[src/rtl/uart_tx_arbiter.sv]
// uart_tx_arbiter: shares one uart_tx between NUM_REQ byte-stream requesters.
// Round-robin arbitration, whole-packet grant lock, optional channel header byte,
// start-timeout recovery, MAX_BYTES truncation and a programmable inter-packet gap.
module uart_tx_arbiter #(
  parameter int NUM_REQ       = 3,
  parameter int GAP_CYCLES    = 10,
  parameter int HDR_EN        = 1,
  parameter int MAX_BYTES     = 16,
  parameter int START_TIMEOUT = 8
) (
  input  logic                 clk,
  input  logic                 reset_n,
  input  logic [NUM_REQ-1:0]   req_valid,
  input  logic [8*NUM_REQ-1:0] req_data,
  input  logic [NUM_REQ-1:0]   req_last,
  output logic [NUM_REQ-1:0]   req_ready,
  output logic [NUM_REQ-1:0]   grant,
  output logic [7:0]           uart_data,
  output logic                 uart_send,
  input  logic                 uart_busy,
  output logic                 err_pulse,
  output logic [2:0]           debug_state
);

  localparam int IDX_W = (NUM_REQ > 1) ? $clog2(NUM_REQ) : 1;
  localparam int BC_W  = $clog2(MAX_BYTES + 1);
  localparam int TMO_W = $clog2(START_TIMEOUT + 1);
  localparam int GAP_W = $clog2(GAP_CYCLES + 1);

  typedef enum logic [2:0] {
    IDLE       = 3'd0,
    ARB        = 3'd1,
    HDR        = 3'd2,
    LOAD       = 3'd3,
    SEND       = 3'd4,
    WAIT_START = 3'd5,
    WAIT_DONE  = 3'd6,
    GAP        = 3'd7
  } state_t;

  state_t             state, state_nxt;
  logic [IDX_W-1:0]   owner, owner_nxt;
  logic [IDX_W-1:0]   rr_ptr, rr_nxt;
  logic [BC_W-1:0]    byte_cnt, bc_nxt;
  logic [TMO_W-1:0]   tmo_cnt, tmo_nxt;
  logic [GAP_W-1:0]   gap_cnt, gap_nxt;
  logic               last_flag, last_nxt;
  logic               trunc_flag, trunc_nxt;
  logic               hdr_phase, hdr_nxt;
  logic               busy_q;
  logic [NUM_REQ-1:0] grant_nxt, ready_nxt;
  logic [7:0]         data_nxt;
  logic               send_nxt, err_nxt, byte_done;
  logic               pick_found;
  logic [IDX_W-1:0]   pick_idx;
  logic               at_cap;

  assign debug_state = state;
  assign at_cap      = (byte_cnt == BC_W'(MAX_BYTES - 1));

  // Round-robin search: first valid requester at or after rr_ptr, wrapping around.
  always_comb begin : pick_search
    logic [IDX_W-1:0] j;
    j          = '0;
    pick_found = 1'b0;
    pick_idx   = '0;
    for (int k = NUM_REQ - 1; k >= 0; k--) begin
      j = IDX_W'((int'(rr_ptr) + k) % NUM_REQ);
      if (req_valid[j]) begin
        pick_found = 1'b1;
        pick_idx   = j;
      end
    end
  end

  // Next-state and datapath updates; a completed byte (real or timed out) is routed at the end.
  always_comb begin
    state_nxt = state;
    owner_nxt = owner;
    rr_nxt    = rr_ptr;
    bc_nxt    = byte_cnt;
    tmo_nxt   = tmo_cnt;
    gap_nxt   = gap_cnt;
    last_nxt  = last_flag;
    trunc_nxt = trunc_flag;
    hdr_nxt   = hdr_phase;
    grant_nxt = grant;
    data_nxt  = uart_data;
    send_nxt  = 1'b0;
    ready_nxt = '0;
    err_nxt   = 1'b0;
    byte_done = 1'b0;
    case (state)
      IDLE: begin
        if (|req_valid) state_nxt = ARB;
      end
      ARB: begin
        if (pick_found) begin
          owner_nxt = pick_idx;
          grant_nxt = NUM_REQ'(1) << pick_idx;
          rr_nxt    = (pick_idx == IDX_W'(NUM_REQ - 1)) ? '0 : pick_idx + 1'b1;
          bc_nxt    = '0;
          hdr_nxt   = 1'b0;
          state_nxt = (HDR_EN != 0) ? HDR : LOAD;
        end else begin
          state_nxt = IDLE;
        end
      end
      HDR: begin
        data_nxt  = 8'hA0 | 8'(owner);
        hdr_nxt   = 1'b1;
        state_nxt = SEND;
      end
      LOAD: begin
        if (req_valid[owner]) begin
          data_nxt         = req_data[{owner, 3'b000} +: 8];
          ready_nxt[owner] = 1'b1;
          last_nxt         = req_last[owner] | at_cap;
          trunc_nxt        = at_cap & ~req_last[owner];
          bc_nxt           = byte_cnt + 1'b1;
          state_nxt        = SEND;
        end
      end
      SEND: begin
        if (!uart_busy) begin
          send_nxt  = 1'b1;
          tmo_nxt   = '0;
          state_nxt = WAIT_START;
        end
      end
      WAIT_START: begin
        if (uart_busy) begin
          state_nxt = WAIT_DONE;
        end else if (tmo_cnt == TMO_W'(START_TIMEOUT - 1)) begin
          err_nxt   = 1'b1;
          byte_done = 1'b1;
        end else begin
          tmo_nxt = tmo_cnt + 1'b1;
        end
      end
      WAIT_DONE: begin
        if (busy_q && !uart_busy) byte_done = 1'b1;
      end
      GAP: begin
        if (gap_cnt == GAP_W'(GAP_CYCLES - 1)) state_nxt = IDLE;
        else gap_nxt = gap_cnt + 1'b1;
      end
      default: state_nxt = IDLE;
    endcase
    if (byte_done) begin
      if (hdr_phase || !last_flag) begin
        hdr_nxt   = 1'b0;
        state_nxt = LOAD;
      end else begin
        grant_nxt = '0;
        gap_nxt   = '0;
        state_nxt = GAP;
        if (trunc_flag) err_nxt = 1'b1;
      end
    end
  end

  // State, counters and registered outputs; reset abandons any packet in flight.
  always_ff @(posedge clk or negedge reset_n) begin
    if (!reset_n) begin
      state      <= IDLE;
      owner      <= '0;
      rr_ptr     <= '0;
      byte_cnt   <= '0;
      tmo_cnt    <= '0;
      gap_cnt    <= '0;
      last_flag  <= 1'b0;
      trunc_flag <= 1'b0;
      hdr_phase  <= 1'b0;
      busy_q     <= 1'b0;
      grant      <= '0;
      req_ready  <= '0;
      uart_data  <= 8'h00;
      uart_send  <= 1'b0;
      err_pulse  <= 1'b0;
    end else begin
      state      <= state_nxt;
      owner      <= owner_nxt;
      rr_ptr     <= rr_nxt;
      byte_cnt   <= bc_nxt;
      tmo_cnt    <= tmo_nxt;
      gap_cnt    <= gap_nxt;
      last_flag  <= last_nxt;
      trunc_flag <= trunc_nxt;
      hdr_phase  <= hdr_nxt;
      busy_q     <= uart_busy;
      grant      <= grant_nxt;
      req_ready  <= ready_nxt;
      uart_data  <= data_nxt;
      uart_send  <= send_nxt;
      err_pulse  <= err_nxt;
    end
  end

endmodule

[config.mk]
export PLATFORM = sky130hd
export DESIGN_NAME = uart_tx_arbiter
export DESIGN_NICKNAME = d
export VERILOG_FILES = /design/src/rtl/uart_tx_arbiter.sv
export SDC_FILE = /design/constraint.sdc
export NUM_CORES = 1
export LEC_CHECK = 0
export CORE_ASPECT_RATIO = 1.2
export CORE_MARGIN = 2
export CORE_UTILIZATION = 30
export CTS_CLUSTER_DIAMETER = 60
export DETAILED_ROUTE_END_ITERATION = 8
export SKIP_LAST_GASP = 1
export SYNTH_ARGS = -nofsm -noshare
export SYNTH_HDL_FRONTEND = slang
export SYNTH_SLANG_ARGS = --single-unit
[constraint.sdc]
create_clock -name clk -period 2.4 [get_ports clk]
set_clock_uncertainty 0.2 [all_clocks]
set_input_delay 0.36 -clock clk [delete_from_list [all_inputs] [get_ports clk]]
set_output_delay 0.36 -clock clk [all_outputs]
set_load 0.01 [all_outputs]
# Word level (Yosys, flattened, before mapping)
# Cells that the tools add are included.
# classes
add_sub_neg	6
mul	0
n_div	3
order_cmp	5
n_eq_ne	21
shift	2
n_mux	61
bitwise	3
n_reduce_logical	17
# ops
cell	n
$mod A32 B3 Y32 const B	2
$mux W3	13
$mod A3 B3 Y32 const B	1
$mux W4	7
$shiftx A24 B6 Y8	1
$mux W1	21
$pmux W3 S7	1
$pmux W8 S2	1
$ne A3 B3 Y1 const B	5
$eq A3 B3 Y1 const B	4
$lt A2 B3 Y1 const B	4
$bmux W1 S2	5
$mux W2	5
$mux W5	2
$ne A2 B2 Y1 const B	5
$pmux W5 S2	1
$add A4 B1 Y4 const B	2
$mux W8	1
$pmux W4 S2	1
$reduce_bool A8 Y1	1
$eq A3 B2 Y1 const B	2
$reduce_and A2 Y1	3
$reduce_and A6 Y1	1
$reduce_bool A2 Y1	3
23 further kinds	26
# totals
reg_bits	40
latch_bits	0
ramBits	0
rom_bits	0
inputBits	33
output_inout_bits	19
memories	0

# Depth between registers and ports, before layout
# depth
ltp_word	12
mapped_depth	9

# Worst setup path before layout
# Ideal clock, no wire load.
# synth_timing
path_kind	register to register
start	register rr_ptr[0]
end	register grant[0]
setup_ps	121
arrival_ps	2027
setup_slack_ps	52
stages_incl_launch_ff	10
synth_period_minus_slack_ps	2348
cell_sequence	dfrtp_1 > inv_1 > ha_1 > buf_6 > and2_4 > o32ai_4 > nor4b_4 > or3_1 > buf_6 > a32o_2
# synth_between
elab_chain_len	12
# synth_lines
element	line	source
from (decl)	43	logic [IDX_W-1:0] rr_ptr, rr_nxt;
from (signal assigned)	184	rr_ptr <= rr_nxt;
$add A2 B2 Y3	68	j = IDX_W'((int'(rr_ptr) + k) % NUM_REQ);
$mod A32 B3 Y32	68	
$bmux W1 S2	69	if (req_valid[j]) begin
$mux W1 (not written as such)	69	
$mux W2 (3 in a row)	69	
$shl A1 B2 Y3	100	grant_nxt = NUM_REQ'(1) << pick_idx;
$mux W3 *	98	if (pick_found) begin
$mux W3 *	93	case (state)
$mux W3	151	if (hdr_phase || !last_flag) begin
$mux W3 *	150	if (byte_done) begin
net grant_nxt[0]	51	logic [NUM_REQ-1:0] grant_nxt, ready_nxt;
to (signal assigned)	192	grant <= grant_nxt;
to (decl)	17	output logic [NUM_REQ-1:0] grant,
# The timed path passes the listed nets; every way through them passes the cells marked *. The select of a mux whose other input is x is not followed.
# A chain may end at the register's enable or synchronous reset.

# Worst setup path in the final report
# layout_timing
start	register rr_ptr[1]
end	register grant[0]
# The elaborated chain is that of the path after synthesis.

==> impl_metrics.env <==
export IMPL_clockRootBuffer="sky130_fd_sc_hd__clkbuf_8"
export IMPL_insertion_delay_ps=290
export IMPL_synth_area_top_cells="sky130_fd_sc_hd__dfrtp_1, sky130_fd_sc_hd__mux2i_1, sky130_fd_sc_hd__ha_1"
export IMPL_timing_critical_path_max_delay_family="simple AND/OR/NAND/NOR gates"
export IMPL_yosysWarningCount=0
export IMPL_grt_first_pass_wirelength_mm=9.67
export IMPL_cellPowerDensity_nw_per_um2=1150
export IMPL_final_min_clock_period_ps=2270
export IMPL_dominantRegCellSynth="sky130_fd_sc_hd__dfrtp_1"
export IMPL_largest_net_degree_at_the_start_of_global_routing=41
export IMPL_grt_pass1_vias=1973
export IMPL_worstHoldPathType="flop to flop"
export IMPL_final_critical_path_setup_slack_ps=130
export IMPL_rsz_0062_raised_after_global_routing="false"
export IMPL_ys_async_sr_fraction_pct=100
export IMPL_dpl_instance_area_um2=3070
export IMPL_antenna_violations_before_repair=0
export IMPL_yosysMostFrequentCell="sky130_fd_sc_hd__dfrtp_1"
export IMPL_worst_ep_required_time_ps=2380
export IMPL_hold_violations=0
export IMPL_critical_path_buf_inv_count=2
export IMPL_total_power_mw=3.72
export IMPL_synth_cell_type_count=57
export IMPL_placeableCoreArea_um2=7710
export IMPL_synth_nets=289
export IMPL_drt_vias_per_instance=5.07
export IMPL_dp_final_hpwl_mm=4.38
export IMPL_timing_critical_path_to_type="flop"
export IMPL_tritoncts_num_buffers=5
export IMPL_antenna_cells_inserted=0
export IMPL_route_detailed_wl_per_inst_um=14.3
export IMPL_dp_cells=398
export IMPL_cp_cell_sequence="inv_2 > ha_4 > mux2i_4 > o32ai_4 > nor4b_4 > nor3_1 > buf_4 > a32o_2"
export IMPL_yosysSeqAreaShare_pct=42.0
export IMPL_cp_max_fo=7
export IMPL_first_pass_iters=4
export IMPL_design_portCount=52
export IMPL_status="completed"
export IMPL_floorplan_die_height_um=102
export IMPL_worst_hold_path_num_cells=2
export IMPL_dieArea_um2=8680
export IMPL_post_route_cells_drive_above_1_share_pct=18.4
export IMPL_port_buffers=51
export IMPL_clock_path_buffers=2
export IMPL_gpl_final_weighted_congestion=0.791
export IMPL_rows=35
export IMPL_max_freq_mhz=441
export IMPL_postLayoutCellArea_um2=3230
export IMPL_areaGrowthSynthToFinish_pct=35.6
export IMPL_cp_slowest_cell="sky130_fd_sc_hd__dfrtp_1"
export IMPL_ir_drop_uv=507
export IMPL_synth_edff_count=0
export IMPL_arrival_ps=2250
export IMPL_fin_nets=358
export IMPL_netlist_top_cell_by_area="sky130_fd_sc_hd__dfrtp_1"
export IMPL_synth_ff_latch_count=40
export IMPL_synth_top_cells_by_count="sky130_fd_sc_hd__dfrtp_1, sky130_fd_sc_hd__nand2_1, sky130_fd_sc_hd__nor2_1, sky130_fd_sc_hd__o21ai_0, sky130_fd_sc_hd__a21oi_1"
export IMPL_dieWidth_um=85.4
export IMPL_r2r_slack_ps=130
export IMPL_post_synth_cell_area_avg_um2=9.66
export IMPL_overflow=0
export IMPL_timing_reg2reg_worst_path_depth=8
export IMPL_min_period_over_period_pct=94.6
export IMPL_final_cells=408
export IMPL_cts_htree_levels=2
export IMPL_synth_top_cell_area_share_pct=42.0
export IMPL_globalRouteTotalUtil_pct=14.0
export IMPL_setup_viol_count_final=0
export IMPL_slew_headroom_pct=60.5
export IMPL_number_of_drc_markers_after_the_initial_detailed_route_iteration=136
export IMPL_timing_critical_path_depth=8
export IMPL_maxSlewViolCount=0
export IMPL_timing_worst_slew_pin_value_ps=586
export IMPL_crit_path_start_kind="flop"
export IMPL_detailedPlace_worstSlack_ps=-102
export IMPL_via_count=2068
export IMPL_start_util_pct=30.9
export IMPL_syn_area_um2=2380
export IMPL_register_clock_pin_slew_on_the_reported_worst_setup_and_hold_paths_ps=80
export IMPL_p_leak_nw=1.37
export IMPL_tritoncts_num_sinks=40
export IMPL_criticalPathCategory="flop to flop"
export IMPL_synth_cells=247
export IMPL_final_antenna_net_count=0
export IMPL_maxCapViolations=0
export IMPL_drc=0
export IMPL_cts_tree="yes"
export IMPL_detail_route_wirelength_mm=5.84
export IMPL_cpPeakStageDelay_ps=430
## worst register-to-register path, stage by stage, from the launching register on
cell and delay [ps]:
sky130_fd_sc_hd__dfrtp_1 430, sky130_fd_sc_hd__inv_2 100, sky130_fd_sc_hd__ha_4 180, sky130_fd_sc_hd__mux2i_4 260, sky130_fd_sc_hd__o32ai_4 120, sky130_fd_sc_hd__nor4b_4 380
sky130_fd_sc_hd__nor3_1 110, sky130_fd_sc_hd__buf_4 170, sky130_fd_sc_hd__a32o_2 210
## where the power goes
group | leakage (nW) | switching (mW) | total (mW) | internal [mW]
registers | 0.510 | 0.242 | 1.15 | 0.909
clock network | 0.0410 | 0.226 | 0.423 | 0.198
logic | 0.823 | 1.05 | 2.14 | 1.09
total | 1.37 | 1.52 | 3.72 | 2.19
## worst paths after layout
kind | end | startpoint
worst max-delay path | grant[0] | rr_ptr[1]
worst min-delay path | trunc_flag | trunc_flag
worst max register to register | grant[0] | rr_ptr[1]
worst min register to register | trunc_flag | trunc_flag
max in group asynchronous | rr_ptr[0] | reset_n
min in group asynchronous | uart_data[2] | reset_n
## cells by family after synthesis
| kind of cell | Yosys count | share of synthesized area, % |
|---|---|---|
| simple gates | 88 | 19.8 |
| xor+xnor | 5 | 1.84 |
| mux | 17 | 7.34 |
| buf+inv | 25 | 5.51 |
| fa+ha+maj | 9 | 4.72 |
| compound gates | 63 | 18.8 |
| flops | 40 | 42.0 |
## routing by layer
metal | wire length [µm] | track usage (%)
met1 | 2600 | 17.6
met2 | 2760 | 23.7
met3 | 397 | 3.99
met4 | 91 | 3.42
met5 | 0 | 0
## state kept, by name, summed over array words and instances (netlist names)
name and cells:
hdr_phase 1, gap_cnt 4, req_ready 3, tmo_cnt 4
uart_send 1, last_flag 1, err_pulse 1, byte_cnt 5
uart_data 8, grant 3, rr_ptr 2, debug_state 3
trunc_flag 1, busy_q 1, owner 2
## layout make-up
| class | instances | area (µm²) |
|---|---|---|
| Fill cell | 784 | 4470 |
| Tap cell | 92 | 115 |
| Clock buffer | 6 | 72.6 |
| Inverter | 14 | 52.6 |
| Timing Repair Buffer | 73 | 673 |
| Clock inverter | 1 | 5.00 |
| Multi-Input combinational cell | 182 | 1310 |
| Sequential cell | 40 | 1000 |
## placed cells by master (no fill, tap or decap), types with 2 or more instances in the layout
master,count
sky130_fd_sc_hd__nor3_1,7
sky130_fd_sc_hd__nor2b_1,3
sky130_fd_sc_hd__mux2i_1,12
sky130_fd_sc_hd__nand3b_1,2
sky130_fd_sc_hd__xor2_1,4
sky130_fd_sc_hd__mux2_2,4
sky130_fd_sc_hd__dfrtp_1,39
sky130_fd_sc_hd__inv_1,10
sky130_fd_sc_hd__buf_4,21
sky130_fd_sc_hd__and3_1,3
sky130_fd_sc_hd__o221ai_1,2
sky130_fd_sc_hd__a21oi_1,16
sky130_fd_sc_hd__nand2b_1,2
sky130_fd_sc_hd__or3_1,2
sky130_fd_sc_hd__o21ai_0,17
sky130_fd_sc_hd__a22oi_1,2
sky130_fd_sc_hd__o211ai_1,4
sky130_fd_sc_hd__o31ai_1,4
sky130_fd_sc_hd__ha_4,2
sky130_fd_sc_hd__ha_1,7
sky130_fd_sc_hd__clkdlybuf4s50_1,50
sky130_fd_sc_hd__a221oi_1,2
sky130_fd_sc_hd__clkbuf_8,5
sky130_fd_sc_hd__o22ai_1,2
sky130_fd_sc_hd__nand3_1,7
sky130_fd_sc_hd__inv_2,4
sky130_fd_sc_hd__nand2_1,25
sky130_fd_sc_hd__nor2_1,22
## repair_timing
| action | CTS | global route |
|---|---|---|
| endpoints found under the hold margin | 40 | 0 |
| setup endpoints to repair | 8 | 4 |
| hold buffers | 1 | 0 |
| buffers inserted | 0 | 3 |
| pin swaps | 0 | 5 |
| gates resized for setup | 4 | 9 |
## per-stage QoR
stage | TNS (ps) | hold slack [ps] | utilization (%)
finish | 0 | 283 | 41.9
global route | 0 | 324 | 41.9
CTS | 0 | 295 | 41.2
detailed placement | -623 | 257 | 39.8
global placement | -91.2 | 257 | 39.8
floorplan | 0 | -136 | -
Note: power is estimated with default switching activity, not from simulation.
